$ cat config.mk
export PLATFORM = sky130hd
export DESIGN_NAME = key_press_emulator_flat
export DESIGN_NICKNAME = d
export VERILOG_FILES = /design/src/rtl/key_press_emulator_if.sv /design/src/rtl/key_press_emulator.sv /design/src/flat_wrapper.sv
export SDC_FILE = /design/constraint.sdc
export NUM_CORES = 1
export LEC_CHECK = 0
export BUFFER_PORTS_ARGS = -buffer_cell sky130_fd_sc_hd__buf_2
export CORE_UTILIZATION = 28
export DETAILED_ROUTE_END_ITERATION = 10
export PLACE_DENSITY = 0.49
export SLEW_MARGIN = 20
export SYNTH_ARGS = -nofsm -noshare
export SYNTH_HDL_FRONTEND = slang
export SYNTH_SLANG_ARGS = --single-unit
$ cat constraint.sdc
create_clock -name clk -period 3.4 [get_ports clk]
set_clock_uncertainty 0.15 [all_clocks]
set_input_delay 0.68 -clock clk [delete_from_list [all_inputs] [get_ports clk]]
set_output_delay 0.68 -clock clk [all_outputs]
set_load 0.01 [all_outputs]
$ cat src/rtl/key_press_emulator_if.sv
// Command and key-line bundle between a test controller (master) and the
// push-button emulator (slave).
interface key_press_emulator_if #(
   parameter int KEY_WIDTH = 2,
   parameter int HOLD_W    = 24
);
   logic                 cmd_valid;
   logic                 cmd_ready;
   logic [KEY_WIDTH-1:0] cmd_key;
   logic [HOLD_W-1:0]    cmd_hold;
   logic [KEY_WIDTH-1:0] key_data;
   logic                 busy;
   logic                 done;

   modport master (
      output cmd_valid, cmd_key, cmd_hold,
      input  cmd_ready, key_data, busy, done
   );

   modport slave (
      input  cmd_valid, cmd_key, cmd_hold,
      output cmd_ready, key_data, busy, done
   );
endinterface

$ cat src/rtl/key_press_emulator.sv
// Push-button emulator: drives active-low key lines through press bounce, hold,
// release bounce on command. Define KEY_EMU_ABORT_EN to add the abort input.
//
// state     | meaning
// ----------+-------------------------------------------------------------
// S_IDLE    | lines released, cmd_ready high, waiting for a command
// S_PRESS   | press bounce: masked lines follow lfsr[0], last cycle low
// S_HOLD    | masked lines held low for max(cmd_hold,1) cycles
// S_RELEASE | release bounce: masked lines follow lfsr[0], last cycle high
// S_DONE    | one-cycle done pulse, lines released
module key_press_emulator #(
   parameter int KEY_WIDTH     = 2,
   parameter int HOLD_W        = 24,
   parameter int BOUNCE_CYCLES = 1000,
   parameter int TOGGLE_PERIOD = 16
) (
   input  logic clk,
   input  logic rst_n,
`ifdef KEY_EMU_ABORT_EN
   input  logic abort,
`endif
   key_press_emulator_if.slave kif
);

   localparam int PW = $clog2(BOUNCE_CYCLES);
   localparam int TW = (TOGGLE_PERIOD > 1) ? $clog2(TOGGLE_PERIOD) : 1;

   localparam logic [PW-1:0]     PHASE_LAST = PW'(BOUNCE_CYCLES - 1);
   localparam logic [PW-1:0]     PHASE_ONE  = PW'(1);
   localparam logic [TW-1:0]     TOG_LAST   = TW'(TOGGLE_PERIOD - 1);
   localparam logic [TW-1:0]     TOG_ONE    = TW'(1);
   localparam logic [HOLD_W-1:0] HOLD_ONE   = HOLD_W'(1);
   localparam logic [15:0]       LFSR_SEED  = 16'hACE1;
   localparam logic [15:0]       LFSR_TAPS  = 16'hB400;

   typedef enum logic [2:0] {
      S_IDLE,
      S_PRESS,
      S_HOLD,
      S_RELEASE,
      S_DONE
   } state_t;

   state_t               state;
   logic [15:0]          lfsr;
   logic [15:0]          lfsr_nxt;
   logic [KEY_WIDTH-1:0] mask;
   logic [PW-1:0]        phase_cnt;
   logic [TW-1:0]        tog_cnt;
   logic [HOLD_W-1:0]    hold_cnt;
   logic [HOLD_W-1:0]    hold_ld;
   logic [KEY_WIDTH-1:0] key_q;
   logic                 ready_q;
   logic                 busy_q;
   logic                 done_q;
   logic                 abort_i;

`ifdef KEY_EMU_ABORT_EN
   assign abort_i = abort;
`else
   assign abort_i = 1'b0;
`endif

   assign lfsr_nxt = lfsr[0] ? ((lfsr >> 1) ^ LFSR_TAPS) : (lfsr >> 1);
   assign hold_ld  = (kif.cmd_hold == '0) ? HOLD_ONE : kif.cmd_hold;

   assign kif.key_data  = key_q;
   assign kif.cmd_ready = ready_q;
   assign kif.busy      = busy_q;
   assign kif.done      = done_q;

   // lvl=1 releases every line; lvl=0 pulls only the masked lines low
   function automatic logic [KEY_WIDTH-1:0] drive(input logic [KEY_WIDTH-1:0] m,
                                                  input logic lvl);
      return lvl ? {KEY_WIDTH{1'b1}} : ~m;
   endfunction

   always_ff @(posedge clk or negedge rst_n) begin
      if (!rst_n) begin
         state     <= S_IDLE;
         lfsr      <= LFSR_SEED;
         mask      <= '0;
         phase_cnt <= '0;
         tog_cnt   <= '0;
         hold_cnt  <= '0;
         key_q     <= '1;
         ready_q   <= 1'b1;
         busy_q    <= 1'b0;
         done_q    <= 1'b0;
      end else begin
         lfsr   <= lfsr_nxt;
         done_q <= 1'b0;
         if (state != S_IDLE && abort_i) begin
            state   <= S_IDLE;
            key_q   <= '1;
            ready_q <= 1'b1;
            busy_q  <= 1'b0;
         end else begin
            case (state)
               S_IDLE: begin
                  if (kif.cmd_valid && ready_q) begin
                     mask     <= kif.cmd_key;
                     hold_cnt <= hold_ld;
                     ready_q  <= 1'b0;
                     busy_q   <= 1'b1;
                     if (kif.cmd_key == '0) begin
                        state  <= S_DONE;
                        done_q <= 1'b1;
                     end else begin
                        state     <= S_PRESS;
                        key_q     <= drive(kif.cmd_key, lfsr[0]);
                        phase_cnt <= PHASE_LAST;
                        tog_cnt   <= TOG_LAST;
                     end
                  end
               end
               S_PRESS, S_RELEASE: begin
                  if (phase_cnt == '0) begin
                     if (state == S_PRESS) begin
                        state <= S_HOLD;
                        key_q <= drive(mask, 1'b0);
                     end else begin
                        state  <= S_DONE;
                        key_q  <= '1;
                        done_q <= 1'b1;
                     end
                  end else begin
                     phase_cnt <= phase_cnt - PHASE_ONE;
                     // final bounce cycle settles to the phase's end level
                     if (phase_cnt == PHASE_ONE)
                        key_q <= drive(mask, state == S_RELEASE);
                     else if (tog_cnt == '0)
                        key_q <= drive(mask, lfsr[0]);
                     if (tog_cnt == '0)
                        tog_cnt <= TOG_LAST;
                     else
                        tog_cnt <= tog_cnt - TOG_ONE;
                  end
               end
               S_HOLD: begin
                  if (hold_cnt <= HOLD_ONE) begin
                     state     <= S_RELEASE;
                     key_q     <= drive(mask, lfsr[0]);
                     phase_cnt <= PHASE_LAST;
                     tog_cnt   <= TOG_LAST;
                  end else begin
                     hold_cnt <= hold_cnt - HOLD_ONE;
                  end
               end
               S_DONE: begin
                  state   <= S_IDLE;
                  ready_q <= 1'b1;
                  busy_q  <= 1'b0;
               end
               default: begin
                  state   <= S_IDLE;
                  key_q   <= '1;
                  ready_q <= 1'b1;
                  busy_q  <= 1'b0;
               end
            endcase
         end
      end
   end

endmodule

$ cat src/flat_wrapper.sv
// flat-port wrapper written by rule: the top's interface ports become plain ports
module key_press_emulator_flat 
#(
   parameter int KEY_WIDTH     = 2,
   parameter int HOLD_W        = 24,
   parameter int BOUNCE_CYCLES = 1000,
   parameter int TOGGLE_PERIOD = 16
)
  (clk, rst_n, kif_cmd_valid, kif_cmd_key, kif_cmd_hold, kif_cmd_ready, kif_key_data, kif_busy, kif_done);
  key_press_emulator_if #(.KEY_WIDTH(KEY_WIDTH), .HOLD_W(HOLD_W)) kif_i ();
  input  logic clk;
  input  logic rst_n;
  input wire logic [$bits(kif_i.cmd_valid)-1:0] kif_cmd_valid;
  input wire logic [$bits(kif_i.cmd_key)-1:0] kif_cmd_key;
  input wire logic [$bits(kif_i.cmd_hold)-1:0] kif_cmd_hold;
  output wire logic [$bits(kif_i.cmd_ready)-1:0] kif_cmd_ready;
  output wire logic [$bits(kif_i.key_data)-1:0] kif_key_data;
  output wire logic [$bits(kif_i.busy)-1:0] kif_busy;
  output wire logic [$bits(kif_i.done)-1:0] kif_done;
  assign kif_i.cmd_valid = kif_cmd_valid;
  assign kif_i.cmd_key = kif_cmd_key;
  assign kif_i.cmd_hold = kif_cmd_hold;
  assign kif_cmd_ready = kif_i.cmd_ready;
  assign kif_key_data = kif_i.key_data;
  assign kif_busy = kif_i.busy;
  assign kif_done = kif_i.done;
  key_press_emulator #(.KEY_WIDTH(KEY_WIDTH), .HOLD_W(HOLD_W), .BOUNCE_CYCLES(BOUNCE_CYCLES), .TOGGLE_PERIOD(TOGGLE_PERIOD)) u_core (.clk(clk), .rst_n(rst_n), .kif(kif_i));
endmodule
== Word level (Yosys, flattened, before mapping) ==
Cells that the tools add are included.

* Memory bits (writable): 0
* Output and inout port bits: 5
* Input port bits: 29
* ROM bits: 0
* Bits in latches: 0
* Bits in registers: 64
* Logic and storage cells: 89
* Memories kept: 0

* Divide/modulo/power cells: 0
* $mul: 0
* Muxes and demuxes: 42
* Reduce and logical (&&, ||, !) cells: 16
* Order comparisons: 1
* Equality and inequality tests: 12
* Add/subtract/negate cells: 3
* Bitwise operators: 5
* Shifts and indexed selects: 0

{| class="wikitable"
|+ Operator list
! kind !! number
|-
| $mux 24 || 3
|-
| $pmux 24 s2 || 1
|-
| $mux 10 || 4
|-
| $pmux 10 s3 || 1
|-
| $le 24x1->1 const B || 1
|-
| $logic_not 24->1 || 1
|-
| $sub 24x1->24 const B || 1
|-
| $mux 2 || 10
|-
| $mux 4 || 5
|-
| $mux 16 || 1
|-
| $mux 3 || 5
|-
| $pmux 4 s3 || 1
|-
| $eq 10x1->1 const B || 1
|-
| $logic_not 10->1 || 1
|-
| $reduce_and 5->1 || 2
|-
| $sub 10x1->10 const B || 1
|-
| $pmux 3 s3 || 1
|-
| $pmux 2 s4 || 1
|-
| $eq 3x2->1 const B || 2
|-
| $mux 1 || 6
|-
| $ne 2x1->1 const B || 3
|-
| $ne 2x2->1 const B || 3
|-
| $pmux 1 s2 || 3
|-
| $reduce_and 3->1 || 2
|-
| other kinds (16) || 19
|}

== Longest topological paths before layout ==
* Depth in word-level cells: 6
* Mapped depth: 9
* Depth with buffers taken out: 7

== Worst setup path before layout ==
Ideal clock, no wire load.

* Path kind: flip-flop to flip-flop
* From: reg u_core.hold_cnt[0]
* To: reg u_core.hold_cnt[22]
* Path buffers: 0
* Required time: 3,129 ps
* Data arrival time: 2,294 ps
* Library setup time: 121 ps
* Setup slack: 835 ps
* Clock period less this slack: 2,565 ps
* Cell stages (with the launch flop): 8
* Cell sequence: dfrtp_1 -> inv_1 -> ha_1 -> or4b_2 -> nor4_1 -> and2_1 -> a41oi_1 -> o22a_1

* Word-level cells in the longest chain between the ends: 3
* Elaborated cells between the ends (all ways): 6
* Classes of those cells: add/sub: 1; order compare: 1; eq/ne: 1; mux: 2; reduce/logical: 1

{| class="wikitable"
|+ RTL lines
! what !! RTL line !! text
|-
| start: declaration || key_press_emulator.sv:50 || <nowiki>logic [HOLD_W-1:0] hold_cnt;</nowiki>
|-
| start signal: assignment || key_press_emulator.sv:103 || <nowiki>hold_cnt <= hold_ld;</nowiki>
|-
| start signal: assignment || key_press_emulator.sv:147 || <nowiki>hold_cnt <= hold_cnt - HOLD_ONE;</nowiki>
|-
| $sub 24x1->24 or $le 24x1->1 (tied branches) || key_press_emulator.sv:147, key_press_emulator.sv:141 ||
|-
| $mux 24 or $ne 2x2->1 (tied branches) || - ||
|-
| $pmux 24 s2 or $reduce_and 3->1 (tied branches) || - ||
|}

Parallel ways exist; a longest one is shown, timed or not. The select of a mux whose other input is x is not followed.
A chain may end at the register's enable or synchronous reset.

== Final worst setup path ==
* From: reg u_core.hold_cnt[0]
* To: reg u_core.hold_cnt[20]

Same word-level chain as after synthesis.

==> run_results.csv <==
group,metric,value,unit
cts,cts_tree,"yes",
floorplan,fp.dieH,113.9,um
sta,period_share,78.36,%
worst_setup_path,crit_chain,"inv_1 -> ha_1 -> or4b_2 -> nor4_1 -> buf_4 -> and2_1 -> a41oi_1 -> o22a_1",
sta,worstMarginPinSlew,633.1,ps
detailed_routing,final_antenna_net_count,0,
worst_setup_path,worstSetupEndpoint,"u_core.hold_cnt[20]",
synth,ys_warn_count,0,
worst_setup_path,r2r-end,"u_core.hold_cnt[20]",
sta,hold_viol,0,
global_route,grt_use_total,15.29,%
floorplan,initial_core_util,28.93,%
sta,hold_slack,198.0,ps
finish,final_cells,586,
global_route,grt_pass1_wl,15.26,mm
sta,max_freq,375.4,MHz
synth,ys_ff_latch,64,
detailed_routing,first_iter_violations,137,
cts,htreeDepth,3,
sta,fin_crit,2664,ps
synth,syn-instance-count,378,
detailed_routing,dr.pass1.iters,4,
worst_setup_path,critPathRequiredTime,3470,ps
synth,yosysTopAreaCellShare,37.86,%
worst_setup_path,regToRegStartpoint,"u_core.hold_cnt[0]",
sta,fin_ws,735.8,ps
detailed_routing,wirelength,9.250,mm
worst_setup_path,worst-path-max-fanout,7,
cts,clkSlewWorstSetupHoldPaths,60,ps
cts,hold_buffers,0,
worst_setup_path,reg2reg_depth,8,
power_and_ir_drop,vdd_ir_drop_max,247.9,uV
sta,relSlewSlack,57.47,%
worst_setup_path,worstSetupPathType,"reg -> reg",
cts,cts_resized,0,
synth,synth_cell_type_count,58,
detailed_routing,via_count,3027,
detailed_routing,routedWlPerCell,15.78,um
finish,drive_gt1_share,20.33,%
finish,fill_cells,1262,
synth,seq_area_frac_synth,46.11,%
global_route,grt_pass1_vias,2909,
power_and_ir_drop,power.density,453.3,nW/um2
hold_path,min_path_type,"in -> async",
place,place_inst,570,
synth,syn_nets,414,
synth,synthTopCellsByArea,"dfrtp_1, dfstp_2, nor2_1",
synth,synth_area,3503,um2
cts,clk_path_buf_depth,2,
floorplan,num_rows,40,
cts,cts_buffers,9,
floorplan,die-area,12960,um2
worst_setup_path,crit_start,"u_core.hold_cnt[0]",
floorplan,io_pins,34,
place,port-buffer-count,33,
finish,diodes,0,
cts,root_buffer,"clkbuf_16",
worst_setup_path,worst_setup_path_end_kind,"flip-flop",
sta,report.final.slew_viol_count,0,
finish,syn2layout_area_growth,20.71,%
sta,rsz0062_at_grt,"no",
run_status,status,"completed",
global_route,overflow,0,
worst_setup_path,rrSetupSlack,740,ps
place,hpwl,6.279,mm
finish,regArea,1615,um2
cts,clk_latency,330,ps
place,gp_congestion,0.7913,
worst_setup_path,critPathSlowestCell,"or4b_2",
synth,netlist.top_cell.by_area,"dfrtp_1",
synth,avgSynthCellArea,9.268,um2
worst_setup_path,critPathMaxStageDelay,650,ps
sta,setup_viol,0,
finish,nets,449,
synth,yosysMostFrequentCell,"dfrtp_1",
detailed_routing,drc,0,
place,place_ws,728.7,ps
cts,cts.sinks,64,
worst_setup_path,critPathArrivalTime,2730,ps
worst_setup_path,critPathLaunchType,"flip-flop",
detailed_routing,via_per_inst,5.166,
sta,setup_tns,0,ps
synth,async_flop_share,100.0,%
cts,cts_setup_buffers,0,
job,max_cap_violations,0,
synth,ys.flop_type,"dfrtp_1",
global_route,antenna_found_initial,0,
power_and_ir_drop,p_leak,0.001781,uW
synth,synth-edff-count,0,
global_route,grt_max_degree,65,
floorplan,core-area,12110,um2
floorplan,die_x,113.9,um
synth,synthTopCellsByCount,"dfrtp_1, nor2_1, a21oi_1, a31oi_1, nand2_1",
finish,multi_input_area,1749,um2
## worst max-delay path, delay by kind of cell (launching register included)
| kind | cells | cell delay, ps |
|---|---|---|
| adder cells (fa/ha/maj) | 1 | 280 |
| AO/OA/AOI/OAI | 2 | 340 |
| flip-flops | 1 | 410 |
| AND/OR/NAND/NOR | 3 | 1080 |
| buffers and inverters | 2 | 300 |
## per-stage QoR
step,area [um2],util [%],power [uW]
after floorplan,3503,-,820.8
after global placement,3891,32.13,870.0
after detailed placement,3891,32.13,870.4
after CTS,4229,34.92,1943
after global routing,4229,34.92,1991
final,4229,34.92,1917
## flip-flops by register name, summed over array words and instances, names as in the netlist
signal and count:
u_core.kif.cmd_ready 1, u_core.lfsr 16, u_core.tog_cnt 4, u_core.kif.done 1, u_core.state 3, u_core.kif.key_data 2
u_core.hold_cnt 24, u_core.mask 2, u_core.phase_cnt 10, u_core.kif.busy 1
## metal layers
layer / share of wire [%] / routed length, um / track usage [%]
met1: 49 / 4516 / 20.92
met4: 0.96 / 89 / 3.896
met2: 46 / 4261 / 24.11
met3: 4.1 / 382 / 3.932
met5: 0 / 0 / 0
## cells in the final DEF (no fill, tap or decap), types with 3 or more instances in the layout
| cell | instances |
|---|---|
| nand3_1 | 14 |
| o31ai_1 | 4 |
| inv_1 | 10 |
| nor3_1 | 11 |
| o22a_1 | 18 |
| dfstp_2 | 11 |
| buf_4 | 12 |
| xor2_1 | 3 |
| or4_1 | 4 |
| clkbuf_16 | 9 |
| dfrtp_1 | 53 |
| or3_1 | 3 |
| or3b_2 | 3 |
| a41oi_1 | 5 |
| nor4_1 | 17 |
| a31oi_1 | 24 |
| nor2_1 | 52 |
| a22o_1 | 4 |
| nand2_1 | 24 |
| a21oi_1 | 25 |
| nand2b_1 | 3 |
| a2bb2oi_1 | 5 |
| buf_2 | 33 |
| bufinv_16 | 3 |
| o211ai_1 | 7 |
| and3_1 | 5 |
| ha_1 | 7 |
| o21ai_0 | 7 |
## cells by family after synthesis
logic type	Yosys count	synth area share, %
simple gates	152	22.04
compound gates	114	23.04
flops	64	46.11
buf+inv	33	4.107
fa+ha+maj	7	2.500
xor+xnor	4	1.000
mux	4	1.214
## report_power, final
group | internal, uW | switching, uW
Sequential | 771 | 10.5
Combinational | 31.9 | 43.3
Clock | 715 | 346
Total | 1520 | 400
## worst min-delay path by stage
stage                        start  depth (start not counted)                  end  slack (ps)
finish                       rst_n                          2  u_core.hold_cnt[10]         200
detailed placement  u_core.lfsr[9]                          0       u_core.lfsr[8]         190
CTS                 u_core.lfsr[8]                          0       u_core.lfsr[7]         200
floorplan           u_core.lfsr[2]                          0       u_core.lfsr[1]         180
global route        u_core.lfsr[6]                          0       u_core.lfsr[5]         210
global placement    u_core.lfsr[9]                          0       u_core.lfsr[8]         190
## final cells by class
class                      instances  share of cell area [%]
timing repair buffer              46                   6.509
multi-input combinational        281                   41.36
clock inverter                     6                   2.574
tap                              168                   4.970
sequential                        64                   38.20
clock buffer                      10                   5.414
inverter                          11                  0.9763
Power figures use the tool's default switching activity.
